$ cat src/rtl/mem_bus_pkg.sv
// mem_bus_pkg
// Shared constants and types for the cache-line to word-bus burst controller.
//   WORD_W      : width of one memory-bus beat
//   BEATS       : beats per cache line
//   LINE_W      : cache line width (WORD_W * BEATS)
//   LINE_ADDR_W : cache line address width
//   BEAT_W      : width of the beat index inside a line
//   BUS_ADDR_W  : word address width on the memory bus
package mem_bus_pkg;

  localparam int WORD_W      = 32;
  localparam int BEATS       = 8;
  localparam int LINE_W      = WORD_W * BEATS;
  localparam int LINE_ADDR_W = 27;
  localparam int BEAT_W      = $clog2(BEATS);
  localparam int BUS_ADDR_W  = LINE_ADDR_W + BEAT_W;

  typedef enum logic [1:0] {
    IDLE   = 2'd0,
    WBURST = 2'd1,
    RBURST = 2'd2,
    DONE   = 2'd3
  } burst_state_t;

endpackage

$ cat src/rtl/mem_burst_ctrl_line_buf.sv
// line_buf
// One cache line of storage with word-granular access.
//   clk, rst   : clock and asynchronous active-high reset (clears the line)
//   par_load   : load the whole line from par_data (wins over beat_load)
//   par_data   : parallel line input
//   beat_load  : store beat_data into the slice selected by beat_sel
//   beat_sel   : beat index for both the store and the read-out mux
//   beat_data  : word to store
//   line       : current line contents
//   beat_out   : slice of the line selected by beat_sel
module line_buf
  import mem_bus_pkg::*;
(
  input  logic              clk,
  input  logic              rst,
  input  logic              par_load,
  input  logic [LINE_W-1:0] par_data,
  input  logic              beat_load,
  input  logic [BEAT_W-1:0] beat_sel,
  input  logic [WORD_W-1:0] beat_data,
  output logic [LINE_W-1:0] line,
  output logic [WORD_W-1:0] beat_out
);

  logic [LINE_W-1:0] line_q;

  always_ff @(posedge clk or posedge rst) begin
    if (rst) begin
      line_q <= '0;
    end else if (par_load) begin
      line_q <= par_data;
    end else if (beat_load) begin
      line_q[int'(beat_sel) * WORD_W +: WORD_W] <= beat_data;
    end
  end

  assign line     = line_q;
  assign beat_out = line_q[int'(beat_sel) * WORD_W +: WORD_W];

endmodule

$ cat src/rtl/mem_burst_ctrl.sv
// mem_burst_ctrl
// Turns 256-bit cache line reads/write-backs into 8-beat word bursts on a
// req/ack memory bus, and returns one single-cycle mem_ready per line.
//   clk, rst   : clock, asynchronous active-high reset
//   mem_read   : line read request (level, held until mem_ready)
//   mem_write  : line write-back request (level, held until mem_ready)
//   mem_addr   : line address
//   mem_wdata  : write-back line
//   mem_rdata  : fetched line (holds until the next read burst)
//   mem_ready  : one-cycle completion pulse
//   bus_req    : beat request to memory
//   bus_we     : 1 = write beat, 0 = read beat
//   bus_addr   : word address {line address, beat}
//   bus_wdata  : write beat data
//   bus_rdata  : read beat data, valid with bus_ack
//   bus_ack    : beat completes when high with bus_req at a rising edge
module mem_burst_ctrl
  import mem_bus_pkg::*;
(
  input  logic                   clk,
  input  logic                   rst,
  input  logic                   mem_read,
  input  logic                   mem_write,
  input  logic [LINE_ADDR_W-1:0] mem_addr,
  input  logic [LINE_W-1:0]      mem_wdata,
  output logic [LINE_W-1:0]      mem_rdata,
  output logic                   mem_ready,
  output logic                   bus_req,
  output logic                   bus_we,
  output logic [BUS_ADDR_W-1:0]  bus_addr,
  output logic [WORD_W-1:0]      bus_wdata,
  input  logic [WORD_W-1:0]      bus_rdata,
  input  logic                   bus_ack
);

  burst_state_t           state, state_next;
  logic [BEAT_W-1:0]      beat_q;
  logic [LINE_ADDR_W-1:0] addr_q;

  logic in_burst;
  logic beat_done;
  logic last_beat;
  logic start_wr;
  logic start_rd;

  logic [WORD_W-1:0] wr_beat;
  logic [LINE_W-1:0] wr_line_unused;
  logic [WORD_W-1:0] rd_beat_unused;

  assign in_burst  = (state == WBURST) || (state == RBURST);
  assign beat_done = in_burst && bus_ack;
  assign last_beat = (beat_q == BEAT_W'(BEATS - 1));
  // A simultaneous read and write resolves to the write; the cache reissues the read.
  assign start_wr  = (state == IDLE) && mem_write;
  assign start_rd  = (state == IDLE) && !mem_write && mem_read;

  // State register
  always_ff @(posedge clk or posedge rst) begin
    if (rst) begin
      state <= IDLE;
    end else begin
      state <= state_next;
    end
  end

  // Next-state logic
  always_comb begin
    state_next = state;
    unique case (state)
      IDLE: begin
        if (start_wr) begin
          state_next = WBURST;
        end else if (start_rd) begin
          state_next = RBURST;
        end
      end
      WBURST, RBURST: begin
        if (beat_done && last_beat) begin
          state_next = DONE;
        end
      end
      DONE: begin
        state_next = IDLE;
      end
      default: begin
        state_next = IDLE;
      end
    endcase
  end

  // Output logic; the bus is parked at zero outside a burst
  always_comb begin
    mem_ready = 1'b0;
    bus_req   = 1'b0;
    bus_we    = 1'b0;
    bus_addr  = '0;
    bus_wdata = '0;
    unique case (state)
      WBURST: begin
        bus_req   = 1'b1;
        bus_we    = 1'b1;
        bus_addr  = {addr_q, beat_q};
        bus_wdata = wr_beat;
      end
      RBURST: begin
        bus_req  = 1'b1;
        bus_addr = {addr_q, beat_q};
      end
      DONE: begin
        mem_ready = 1'b1;
      end
      default: begin
      end
    endcase
  end

  // Line address latch and beat counter. The counter parks on the last
  // beat rather than wrapping, and restarts only with a new transaction.
  always_ff @(posedge clk or posedge rst) begin
    if (rst) begin
      addr_q <= '0;
      beat_q <= '0;
    end else if (start_wr || start_rd) begin
      addr_q <= mem_addr;
      beat_q <= '0;
    end else if (beat_done && !last_beat) begin
      beat_q <= beat_q + 1'b1;
    end
  end

  // Write-back line, captured whole when the write starts
  line_buf u_wr_buf (
    .clk       (clk),
    .rst       (rst),
    .par_load  (start_wr),
    .par_data  (mem_wdata),
    .beat_load (1'b0),
    .beat_sel  (beat_q),
    .beat_data ('0),
    .line      (wr_line_unused),
    .beat_out  (wr_beat)
  );

  // Read line, assembled beat by beat; kept separate so a write-back
  // never disturbs mem_rdata
  line_buf u_rd_buf (
    .clk       (clk),
    .rst       (rst),
    .par_load  (1'b0),
    .par_data  ('0),
    .beat_load (state == RBURST && bus_ack),
    .beat_sel  (beat_q),
    .beat_data (bus_rdata),
    .line      (mem_rdata),
    .beat_out  (rd_beat_unused)
  );

endmodule

$ cat config.mk
export PLATFORM = sky130hd
export DESIGN_NAME = mem_burst_ctrl
export DESIGN_NICKNAME = d
export VERILOG_FILES = /design/src/rtl/mem_bus_pkg.sv /design/src/rtl/mem_burst_ctrl_line_buf.sv /design/src/rtl/mem_burst_ctrl.sv
export SDC_FILE = /design/constraint.sdc
export NUM_CORES = 1
export LEC_CHECK = 0
export ABC_CLOCK_PERIOD_IN_PS = 24300
export BUFFER_PORTS_ARGS = -buffer_cell sky130_fd_sc_hd__buf_4
export CORE_AREA = 10 10 240 242
export DETAILED_ROUTE_END_ITERATION = 10
export DIE_AREA = 0 0 250 252
export PLACE_DENSITY = 0.76
export SETUP_SLACK_MARGIN = 0.2
export SLEW_MARGIN = 15
export SYNTH_ARGS = -nofsm -noshare
export SYNTH_HDL_FRONTEND = slang
export SYNTH_SLANG_ARGS = --single-unit
$ cat constraint.sdc
create_clock -name clk -period 24.3 [get_ports clk]
set_input_delay 2.43 -clock clk [delete_from_list [all_inputs] [get_ports clk]]
set_output_delay 2.43 -clock clk [all_outputs]
set_load 0.005 [all_outputs]
Word level (Yosys, flattened, before mapping)
Cells that the tools add are included.
{"block": "op_classes", "n_addsub": 2, "n_eq_ne": 6, "shifts": 3, "muxes": 12, "reduce_logical": 15}
{"op": "bitwise mux 256 bit", "count": 1}
{"op": "variable shift 32 x 33 -> 256 bit (first input constant)", "count": 1}
{"op": "indexed part select 256 x 9 -> 32 bit", "count": 1}
{"op": "indexed part select 32 x 33 -> 256 bit", "count": 1}
{"op": "negation 8 -> 33 bit", "count": 1}
{"op": "two-way mux 32 bit", "count": 1}
{"op": "two-way mux 30 bit", "count": 1}
{"op": "logical AND 1 bit", "count": 7}
{"op": "two-way mux 2 bit", "count": 3}
{"op": "two-way mux 3 bit", "count": 2}
{"op": "one-hot mux 2 bit (3 select lines)", "count": 1}
{"op": "== test 2 bit (second input constant)", "count": 2}
{"op": "adder 3 x 1 -> 3 bit (second input constant)", "count": 1}
{"op": "== test 3 bit (second input constant)", "count": 1}
{"op": "two-way mux 1 bit", "count": 3}
{"op": "inequality test 3 bit (second input constant)", "count": 1}
{"op": "== test 2 x 1 -> 1 bit (second input constant)", "count": 1}
{"op": "logical NOT 1 bit", "count": 2}
{"op": "logical NOT 2 bit", "count": 1}
{"op": "logical OR 1 bit", "count": 2}
{"op": "inequality test 2 x 1 -> 1 bit (second input constant)", "count": 1}
{"op": "AND reduction 2 bit", "count": 1}
{"op": "nonzero test 2 bit", "count": 1}
{"op": "OR reduction 2 bit", "count": 1}
{"block": "word_totals", "register_bits": 544, "in_bits": 320}

Logic depth before layout (Yosys ltp)
Gate-level depths: netlist (run 1).
{"block": "logic_depth", "depth_word": 6, "mapped_depth": 10}

Hierarchy
Synthesis (run 1) repeated with hierarchy kept, for this count alone.
{"block": "unflattened", "cells_unflattened": 2575, "hier_area_um2": 30244.0}
{"module": "line_buf (u_rd_buf)", "instances": 1, "cells_each": 1234, "area_per_inst_um2": 14353.8, "seq_area_each_um2": 6406.1}
{"module": "line_buf (u_wr_buf)", "instances": 1, "cells_each": 1183, "area_per_inst_um2": 14018.4, "seq_area_each_um2": 6406.1}
{"module": "mem_burst_ctrl", "instances": 1, "cells_each": 158, "area_per_inst_um2": 1871.8, "seq_area_each_um2": 800.8}

Worst setup path before layout (run 1)
Ideal clock, no wire load.
{"block": "synth_path", "path_kind": "reg2out", "startpoint": "reg beat_q[0]", "endpoint": "out bus_wdata[10]", "t_arrival_ps": 1546, "path_slack_ps": 20324, "path_stages_with_launch": 6, "n_path_buf": 2, "path_cell_list": "dfrtp_1 -> buf_2 -> buf_4 -> mux4_2 -> nand2_1 -> a21boi_0"}
{"block": "synth_between", "elab_chain_len": 2}
{"element": "from (decl)", "line": "mem_burst_ctrl.sv:37", "rtl": "logic [BEAT_W-1:0] beat_q;"}
{"element": "from (signal assigned)", "line": "mem_burst_ctrl.sv:127", "rtl": "beat_q <= beat_q + 1'b1;"}
{"element": "indexed part select 256 x 9 -> 32 bit", "line": "mem_burst_ctrl_line_buf.sv:38", "rtl": "assign beat_out = line_q[int'(beat_sel) * WORD_W +: WORD_W];"}
{"element": "two-way mux 32 bit", "line": "mem_burst_ctrl.sv:98", "rtl": "unique case (state)"}
{"element": "to (decl)", "line": "mem_burst_ctrl.sv:31", "rtl": "output logic [WORD_W-1:0] bus_wdata,"}
No other way between the ends.

Worst setup path in the final report (run 1)
Same ends and word-level chain as after synthesis.

==> results of run 1 <==
## Yosys cell counts
cell	number	area, um^2
nand3_1	2	10.0
mux2_1	7	78.8
nand2_1	110	413
nor4_4	3	63.8
buf_2	18	90.1
and2_1	57	357
ha_1	10	125
nor4b_4	1	23.8
inv_2	1	3.75
a21boi_0	33	248
a211oi_4	1	20.0
nor2b_1	35	219
and3_1	25	156
xnor2_1	1	8.76
or3b_4	1	11.3
a22oi_1	1	7.51
nand3b_1	2	15.0
nor2_1	5	18.8
dfrtp_1	544	13600
buf_1	3	11.3
and3b_1	1	8.76
inv_1	51	191
o21ai_0	1	5.00
nor3b_4	1	18.8
buf_6	10	113
buf_4	11	82.6
mux4_2	64	1440
mux2_2	488	5500
mux2i_1	48	480
or3_4	1	11.3
nor4_2	2	25.0
o211ai_1	1	7.51
clkinv_1	1	3.75
clkbuf_1	58	218
## power by group
group / switching [mW] / internal (mW) / leakage, nW
logic: 0.609 / 0.854 / 7.23
clock network: 0.350 / 0.508 / 0.892
registers: 0.253 / 1.31 / 6.75
## routing by layer
layer / vias up / GRT usage [%] / wire (um)
met2: 605 / 38.2 / 36600
met3: 137 / 7.79 / 6450
li1: 6841 / - / -
met5: - / 0 / 115
met4: 14 / 7.61 / 2320
met1: 8037 / 26.1 / 27200
## critical path: stages (launching register included)
cell and delay, ps:
dfrtp_4 850, buf_4 770, mux4_2 370, nand2_1 50, a21boi_0 440, buf_4 200
## flip-flops by register name (all words and copies together), names as in the netlist
signal,count
addr_q,27
beat_q,3
state,2
u_rd_buf.line,256
u_wr_buf.line,256
## kinds of logic (layout without fill, tap and decap cells)
group / Yosys count / in the layout / share of synthesized area, %
adders and majority gates: 10 / 10 / 0.530
other: 0 / 5 / 0
and+or+nand+nor: 246 / 246 / 5.73
AOI/OAI and AO/OA: 37 / 37 / 1.22
buffers and inverters: 153 / 812 / 3.02
muxes: 607 / 607 / 31.8
DFF: 544 / 544 / 57.7
xor gates and xnor gates: 1 / 1 / 0.0371
## worst max-delay path by stage
stage                                           endpoint  slack, ps                  start  cells after the start
final                                      bus_wdata[10]      18540  beat_q[0]$_DFFE_PP0P_                      5
after global placement                     bus_wdata[10]      19010  beat_q[0]$_DFFE_PP0P_                      5
after detailed placement  u_wr_buf.line[141]$_DFFE_PP0P_      19000                    rst                      4
after global routing                       bus_wdata[10]      18240  beat_q[0]$_DFFE_PP0P_                      5
after CTS                                  bus_wdata[10]      18340  beat_q[0]$_DFFE_PP0P_                      5
after floorplan                    addr_q[0]$_DFFE_PP0P_       6660                    rst                      1
## final cells by class
cell class / count / area (um^2)
multi-input cells: 901 / 9310
inverters: 53 / 206
clock inverters: 16 / 214
repair buffers: 662 / 4990
fillers: 4079 / 21600
diodes: 5 / 12.5
clock buffers: 81 / 1610
well taps: 688 / 861
flip-flops and latches: 544 / 13600
## stage by stage
stage / total power, mW / hold WS (ps)
final: 3.88 / 496
after global routing: 4.10 / 510
after CTS: 3.92 / 501
after detailed placement: 3.06 / 488
after global placement: 2.99 / 473
after floorplan: 2.37 / 473
==> results.md, run 1 <==
- Status: complete, no violations
- Initial drt markers: 956
- Final setup margin: 18540 ps
- F_max: 0.174 GHz
- Required @ worst endpoint: 21870 ps
- Clock latency on the worst-skew pair: 580 ps
- Pin count of the biggest net entering global routing: between 150 and 200
- Cells after DPL: approximately 2800
- Lkg Pwr: around 15 nW
- Crit-path max FO: 42
- R2R setup slack: 20630 ps
- CTS tree: built
- Tcrit/Tclk final: 23.7%
- Clock-pin slew on the worst setup and hold paths: 60 ps
- Core ar.: 52400 um^2
- Yosys warnings: 0
- CTS Root Cell: clkbuf_16
- # DRC: 0
- Most common cell after layout, fill and taps aside: buf_4
- Die ar.: 63000 um^2
- Setup-failing EPs final: 0
- Rows: 84
- RSZ-0062 raised after global routing: false
- Num ports: 641
- CP endpoint kind: output port
- Max Cap Viol: 0
- Initial Utilization: 45.0%
- Hold Path Stages: 1
- First-pass GRT wire length: 109000 um
- Post-synthesis sequential area ratio: between 50% and 60%
- # port buffers: 640
- Global-route usage over all layers: 22.4%
- GPL Wtd Cong: about 0.86
- Max Buffers Root-to-Sink: 3
- Via density: 5.30
- Via count: 15600
- Die W: 250 um
- Fin Setup TNS: 0 ps
- Clock Skew: 5.14 ps
- Postcts setup bufs: 0
- H-tree depth: 2
- Worst Hold End: addr_q[14]$_DFFE_PP0P_
- Placed cell area: 29000 um^2
- Overall routed net length: between 70000 and 80000 um
- Post-DRT Antenna Nets: 0
- Hpwl dp: 53500 um
- Place WS: ~19000 ps
- Clk sink count: ~540
- Power per cell area: 126 nW/um^2
- Actual slew at the worst max-slew pin: 1060 ps
- DIE HEIGHT: 252 um
- FF-to-FF End: u_rd_buf.line[85]$_DFFE_PP0P_
- Max VDD drop: 65.0 uV
- Critical path class: flop to output port
- Fin. Hold Viols: 0
- Synth Register Bits: between 500 and 600
- Mapped cell area: 23600 um^2
- R2R Path Start: beat_q[1]$_DFFE_PP0P_
- Max-slew violation count: 0
- Startpoint types: flop
- Post-CTS sizing: 0
- Share of cells above drive strength 1: 58.4%
- Syn avg cell area: 14.8 um^2
- Util after Layout: ~59%
- Relative slew slack: 29.0%
- CTS Hold Bufs: 0
- Number of CTS-inserted buffers: 56
- Minimum clock period: 5760 ps
- 1st-pass router iterations: 5
- WL per Instance: 24.7 um
- Antenna violations before repair: 11
- Critical Path AT: 3330 ps
- Vias in the first global route: about 17000
- Synth unique cells: 34
- Reg2Reg Depth: 9
- Most frequent cells in the layout: buf_4 (660), dfrtp_1 (541), mux2_2 (488)
- Layout Nets: 2548
- Final Non-Filler Cells: 2950
- Post-Syn Nets: between 1500 and 2000
- Final instance area: a little over 30000 um^2
- Synth-to-layout area growth: 30.6%
- Class of the worst hold path: flop to flop
- Count of mapped cells out of synthesis: 1598
- Grt total ovfl: 0
- Hold Crit Start: addr_q[14]$_DFFE_PP0P_
Note: power is estimated with default switching activity, not from simulation.
==> run 2, diff against run 1 <==
--- a/config.mk
+++ b/config.mk
@@ -5,12 +5,12 @@
 export SDC_FILE = /design/constraint.sdc
 export NUM_CORES = 1
 export LEC_CHECK = 0
-export ABC_CLOCK_PERIOD_IN_PS = 24300
+export ABC_CLOCK_PERIOD_IN_PS = 4900
 export BUFFER_PORTS_ARGS = -buffer_cell sky130_fd_sc_hd__buf_4
 export CORE_AREA = 10 10 240 242
 export DETAILED_ROUTE_END_ITERATION = 10
 export DIE_AREA = 0 0 250 252
-export PLACE_DENSITY = 0.76
+export PLACE_DENSITY = 0.79
 export SETUP_SLACK_MARGIN = 0.2
 export SLEW_MARGIN = 15
 export SYNTH_ARGS = -nofsm -noshare
==> constraint.sdc (replaced) <==
create_clock -name clk -period 4.9 [get_ports clk]
set_input_delay 0.49 -clock clk [delete_from_list [all_inputs] [get_ports clk]]
set_output_delay 0.49 -clock clk [all_outputs]
set_load 0.005 [all_outputs]
==> run 2 against run 1 <==
Global-route usage is 0.33 points lower. Non-clock buffer count rose by 9. Final cell count rose by 0.24%. Largest power group unchanged. Highest routed layer unchanged.
==> results.md, run 2 (synthesis results as in run 1) <==
- Die W: 250 um (unchanged)
- Util after Layout: 58.7% (-0.10 points)
- Num ports: 641 (unchanged)
- CTS tree: built
- Layout Nets: 2555 (+0.27%)
- CP endpoint kind: output port
- Critical Path AT: 3370 ps (+40 ps)
- Synth-to-layout area growth: 30.4%
- Core ar.: 52400 um^2 (unchanged)
- Startpoint types: flop
- Vias in the first global route: 17400 (+1.0%)
- Minimum clock period: 3860 ps
- Hpwl dp: 53500 um (about the same)
- 1st-pass router iterations: 7 (+2)
- Clk sink count: 544 (unchanged)
- Max VDD drop: 381 uV (+490%)
- Crit-path max FO: 46 (+9.5%)
- Postcts setup bufs: 0 (unchanged)
- Reg2Reg Depth: 7 (-2)
- CP delay by family, top: buffers and inverters
- Global-route usage over all layers: 22.1% (-0.33 points)
- Clock-pin slew on the worst setup and hold paths: 60 ps (about the same)
- Most common cell after layout, fill and taps aside: buf_4
- Worst-path cell chain: buf_4, mux4_2, nand2_1, a21boi_0, buf_4
- GPL Wtd Cong: 0.832 (-3.3%)
- Clock Skew: 22.3 ps (+17.1 ps)
- F_max: 0.259 GHz
- Crit path top cell by count: buf_4
- Post-CTS sizing: 0 (unchanged)
- Via count: 15600 (+0.013%)
- CTS Root Cell: clkbuf_16
- Buf/Inv on CP: 2 (unchanged)
- Via density: 5.29 (-0.22%)
- DIE HEIGHT: 252 um (unchanged)
- Initial drt markers: 839 (-12%)
- Class of the worst hold path: input pin to async pin
- Pin count of the biggest net entering global routing: 152 (-15%)
- Number of fill cells: 4042 (-0.91%)
- Most frequent cells in the layout: buf_4 (665), dfrtp_1 (541), mux2_2 (488)
- First-pass GRT wire length: 108000 um (-1.1%)
- # DRC: 0 (unchanged)
- Power per cell area: 616 nW/um^2 (+390%)
- Max stage delay on crit path: 830 ps (-20 ps)
- Total power draw: 19.0 mW (+390%)
- Overall routed net length: 72000 um (-1.0%)
- Setup-failing EPs final: 0 (unchanged)
- Die ar.: 63000 um^2 (unchanged)
- Relative slew slack: 24.7% (-4.4 points)
- Initial Utilization: 45.0% (unchanged)
- Max Buffers Root-to-Sink: 3 (unchanged)
- Rows: 84 (unchanged)
- Fin. Hold Viols: 0 (unchanged)
- WL per Instance: 24.3 um (-1.3%)
- Clock latency on the worst-skew pair: 600 ps (+20 ps)
- CTS Hold Bufs: 0 (unchanged)
- Actual slew at the worst max-slew pin: 1130 ps (+65.9 ps)
- Critical path class: flop to output port
- Antenna violations before repair: 8 (-3)
- H-tree depth: 2 (unchanged)
- Required @ worst endpoint: 4410 ps (-17460 ps)
- Share of cells above drive strength 1: 58.3% (-0.074 points)
- Fin Setup TNS: 0 ps (unchanged)
- Post-DRT Antenna Nets: 0 (unchanged)
- Max Cap Viol: 0 (unchanged)
- Lkg Pwr: 14.8 nW (-0.19%)
- Max-slew violation count: 0 (unchanged)
- Status: complete, no violations
- Tcrit/Tclk final: around four fifths
- Grt total ovfl: 0 (unchanged)
- # port buffers: 640 (unchanged)
- Crit-path slowest cell: buf_4
- Levels on crit path: 5 (unchanged)
- RSZ-0062 raised after global routing: false
- Number of CTS-inserted buffers: 54 (-3.6%)
- R2R setup slack: 1330 ps (-19300 ps)
==> run 2: worst reg2reg max path: cells and delay by family, from the launching register on <==
kind / cells / cell delay (ps)
DFF: 1 / 810
buffers and inverters: 2 / 520
adders and majority gates: 2 / 610
muxes: 1 / 390
and+or+nand+nor: 2 / 1130
==> run 2: per-stage QoR <==
step / area (um^2) / setup WS, ps / hold WS [ps] / cells
floorplan: 23600 / -2990 / 473 / 1598
global placement: 29100 / 1360 / 472 / 2857
detailed placement: 29100 / 1240 / 481 / 2857
CTS: 30800 / 896 / 64.6 / 2953
global route: 30800 / 717 / 77.4 / 2954
finish: 30800 / 1040 / 81.1 / 2957
==> run 2: final cells by class <==
class	count	area, um^2	area share (%)
clock inverters	15	129	0.419
repair buffers	671	5110	16.6
well taps	688	861	2.80
clock buffers	81	1520	4.95
multi-input cells	901	9310	30.2
inverters	53	203	0.659
diodes	4	10.0	0.0325
flip-flops and latches	544	13600	44.3
==> run 2: path summary, 6_finish.rpt <==
path,start,endpoint
setup / recovery,beat_q[0]$_DFFE_PP0P_,bus_wdata[26]
hold / removal,rst,u_rd_buf.line[100]$_DFFE_PP0P_
setup reg to reg,beat_q[0]$_DFFE_PP0P_,u_rd_buf.line[2]$_DFFE_PP0P_
hold reg to reg,u_rd_buf.line[24]$_DFFE_PP0P_,u_rd_buf.line[24]$_DFFE_PP0P_
max in group asynchronous,rst,u_wr_buf.line[25]$_DFFE_PP0P_
min in group clk,mem_wdata[117],u_wr_buf.line[117]$_DFFE_PP0P_
==> run 2: power by group <==
group          internal (mW)  switching, mW
clock                   2.20           1.73
combinational           4.25           3.09
sequential              6.48           1.20
==> run 2: metal layers <==
metal | track usage [%] | wire (um) | vias to the layer above
met4 | 6.95 | 2100 | 12
met5 | 0 | 82 | -
met2 | 37.9 | 36000 | 617
li1 | - | - | 6862
met3 | 8.30 | 6670 | 132
met1 | 25.3 | 27100 | 8013
==> run 3, diff against run 2 <==
--- a/config.mk
+++ b/config.mk
@@ -5,12 +5,13 @@
 export SDC_FILE = /design/constraint.sdc
 export NUM_CORES = 1
 export LEC_CHECK = 0
-export ABC_CLOCK_PERIOD_IN_PS = 4900
+export ABC_AREA = 1
+export ABC_CLOCK_PERIOD_IN_PS = 3890
 export BUFFER_PORTS_ARGS = -buffer_cell sky130_fd_sc_hd__buf_4
-export CORE_AREA = 10 10 240 242
+export CORE_AREA = 10 10 242 244
 export DETAILED_ROUTE_END_ITERATION = 10
-export DIE_AREA = 0 0 250 252
-export PLACE_DENSITY = 0.79
+export DIE_AREA = 0 0 252 254
+export PLACE_DENSITY = 0.76
 export SETUP_SLACK_MARGIN = 0.2
 export SLEW_MARGIN = 15
 export SYNTH_ARGS = -nofsm -noshare
==> constraint.sdc (replaced) <==
create_clock -name clk -period 3.89 [get_ports clk]
set_input_delay 0.389 -clock clk [delete_from_list [all_inputs] [get_ports clk]]
set_output_delay 0.389 -clock clk [all_outputs]
set_load 0.005 [all_outputs]
==> run 3 against run 2 <==
Total power rose by 15%. Final area rose by 10%. Sequential share of layout area fell by 4.2 points. Utilization rose by 4.8 points. First-iteration DRC count rose to 3.1 times the previous value. Clock power rose by 44%. Register-to-register slack got worse by 20 ps. Die area rose by 1.6%.
==> results.md, run 3 <==
- Status: complete, no violations
- Lkg Pwr: 17.9 nW (+20%)
- Crit-path max FO: 66 (+43%)
- Rows: 85 (+1.2%)
- Tcrit/Tclk final: ~81%
- Critical Path AT: 2760 ps (-610 ps)
- Critical path class: flop to output port
- Post-synthesis sequential area ratio: 56.9% (-0.84 points)
- Layout Nets: 4180 (+64%)
- Clock Skew: 20.6 ps (-1.72 ps)
- H-tree depth: 2 (unchanged)
- # port buffers: 640 (unchanged)
- Max VDD drop: 733 uV (+92%)
- WL per Instance: 20.4 um (-16%)
- Via density: 5.21 (-1.5%)
- Synth-to-layout area growth: 42.0%
- RSZ-0062 raised after global routing: false
- Relative slew slack: 21.2% (-3.4 points)
- Clock latency on the worst-skew pair: 620 ps (+20 ps)
- Commonest cells in the netlist: nand2_1 (1155), dfrtp_1 (544), o21ai_0 (374)
- Synth area leader: dfrtp_1
- First-pass GRT wire length: 140000 um (+30%)
- Synth area leaders: dfrtp_1 (57%), nand2_1 (18%), o21ai_0 (7.8%), inv_1 (5.6%), nand3_1 (3.7%)
- Die ar.: 64000 um^2 (+1.6%)
- Share of cells above drive strength 1: 20.5% (-38 points)
- Buf/Inv on CP: 3 (+1)
- CTS tree: built
- Max-slew violation count: 0 (unchanged)
- R2R setup slack: 1310 ps (-20 ps)
- CP endpoint kind: output port
- Clock-pin slew on the worst setup and hold paths: 60 ps (about the same)
- Max Cap Viol: 0 (unchanged)
- Crit-path slowest cell: buf_4
- Util after Layout: 63.4% (+4.8 points)
- CTS Root Cell: clkbuf_16
- Vias in the first global route: 23700 (+36%)
- Initial drt markers: 2623 (+210%)
- EDFF count, synth: 0 (unchanged)
- Asr flop ratio synth: 100% (unchanged)
- Grt total ovfl: 0 (unchanged)
- Worst-path cell chain: inv_2, buf_4, nand3_1, nand3_1, nand2_1, nor2_1, buf_4
- Post-DRT Antenna Nets: 0 (unchanged)
- GPL Wtd Cong: 0.898 (+8.0%)
- Global-route usage over all layers: 28.2% (+6.1 points)
- Number of CTS-inserted buffers: 56 (+3.7%)
- Synth Register Bits: 544 (unchanged)
- Prevailing post-synth register cell: dfrtp_1
- Class of the worst hold path: input pin to flop
- Post-Syn Nets: 3350 (+74%)
- DIE HEIGHT: 254 um (+0.79%)
- Startpoint types: flop
- # DRC: 0 (unchanged)
- Mapped cell area: 23900 um^2 (+1.5%)
- Initial Utilization: 44.7% (-0.32 points)
- Core ar.: 53600 um^2 (+2.2%)
- Die W: 252 um (+0.80%)
- Total power draw: 21.8 mW (+15%)
- 1st-pass router iterations: 6 (-1)
- Max stage delay on crit path: 680 ps (-150 ps)
- CP delay by family, top: buffers and inverters
- Actual slew at the worst max-slew pin: 1180 ps (+51.2 ps)
- Pin count of the biggest net entering global routing: 144 (-5.3%)
- Top cell type's share of synthesized area: 56.9% (-0.84 points)
- Overall routed net length: 93800 um (+30%)
- Postcts setup bufs: 0 (unchanged)
- Clk sink count: 544 (unchanged)
- Most frequent cells in the layout: nand2_1 (1151), buf_4 (668), dfrtp_1 (541)
- Hpwl dp: 61200 um (+14%)
- Max Buffers Root-to-Sink: 3 (unchanged)
- Via count: 24000 (+54%)
- Most common cell after layout, fill and taps aside: nand2_1
- Fin. Hold Viols: 0 (unchanged)
- Most frequent cell after synthesis: nand2_1
- Syn avg cell area: 7.93 um^2 (-46%)
- Power per cell area: 640 nW/um^2 (+3.9%)
- Post-CTS sizing: 0 (unchanged)
- Yosys warnings: 0 (unchanged)
- Count of mapped cells out of synthesis: 3020 (+89%)
- Synth unique cells: 21 (-38%)
- Minimum clock period: 3150 ps
- Antenna violations before repair: 15 (+7)
- Setup-failing EPs final: 0 (unchanged)
- Required @ worst endpoint: 3500 ps (-910 ps)
- F_max: roughly 0.32 GHz
- Num ports: 641 (unchanged)
run 3: changes by cell type after synthesis, sizes merged, moves of 25 or more:
| cell | delta |
|---|---|
| buf | +56 |
| mux4 | -64 |
| o21ai | +454 |
| mux2 | -495 |
| nand3 | +177 |
| and3 | -25 |
| a21boi | -33 |
| and2 | -57 |
| nor2 | +130 |
| nand2 | +1046 |
| mux2i | -48 |
| inv | +308 |
| nor2b | -35 |
run 3: cell families after synthesis:
group                      synth area share [%]
and+or+nand+nor                            24.2
adders and majority gates                 0.523
AOI/OAI and AO/OA                          9.51
DFF                                        56.9
buffers and inverters                      8.91
run 3: metrics by stage:
step	hold slack (ps)	cell area [um^2]	setup TNS, ps	setup WS, ps	instances
after global routing	25.3	34000	0	552	4607
after CTS	0.229	34000	0	735	4594
after global placement	455	29300	0	1390	4216
final	21.5	34000	0	743	4610
after detailed placement	460	29300	0	1310	4216
after floorplan	449	23900	-2121020	-3900	3020
run 3: layout make-up:
cell class	instances	area, um^2
inverters	362	1370
fillers	4258	19600
clock buffers	81	1660
clock inverters	25	289
repair buffers	950	7940
flip-flops and latches	544	13600
multi-input cells	1936	8210
diodes	16	40.0
well taps	696	871
run 3: per-layer routing:
layer	routed length, um	track usage [%]
met1	35300	34.2
met4	6380	18.1
met5	0	0
met3	8320	6.38
met2	43800	44.8
run 3: power by group:
group	leakage (nW)	total (mW)	internal [mW]	switching, mW
registers	7.08	7.96	7.33	0.632
logic	9.81	8.15	2.73	5.41
clock network	0.967	5.65	3.30	2.35
total	17.9	21.8	13.4	8.40
run 3: tightest hold or removal path: stages:
cell and delay, ps:
buf_4 100, nand2_1 50, o21ai_0 50
run 3: final timing paths:
kind / from / to / depth (start not counted)
worst min-delay path: mem_wdata[192] / u_wr_buf.line[192]$_DFFE_PP0P_ / 3
worst max-delay path: beat_q[1]$_DFFE_PP0P_ / bus_wdata[12] / 7
max in group asynchronous: rst / u_wr_buf.line[112]$_DFFE_PP0P_ / 4
min in group asynchronous: rst / u_wr_buf.line[244]$_DFFE_PP0P_ / 3
worst min register to register: u_rd_buf.line[64]$_DFFE_PP0P_ / u_rd_buf.line[64]$_DFFE_PP0P_ / 2
worst max register to register: beat_q[0]$_DFFE_PP0P_ / u_rd_buf.line[114]$_DFFE_PP0P_ / 7
run 3: timing repair:
item,4_1_cts,5_1_grt
endpoints found under the hold margin,287,0
setup endpoints to repair,0,0
hold buffers,272,0
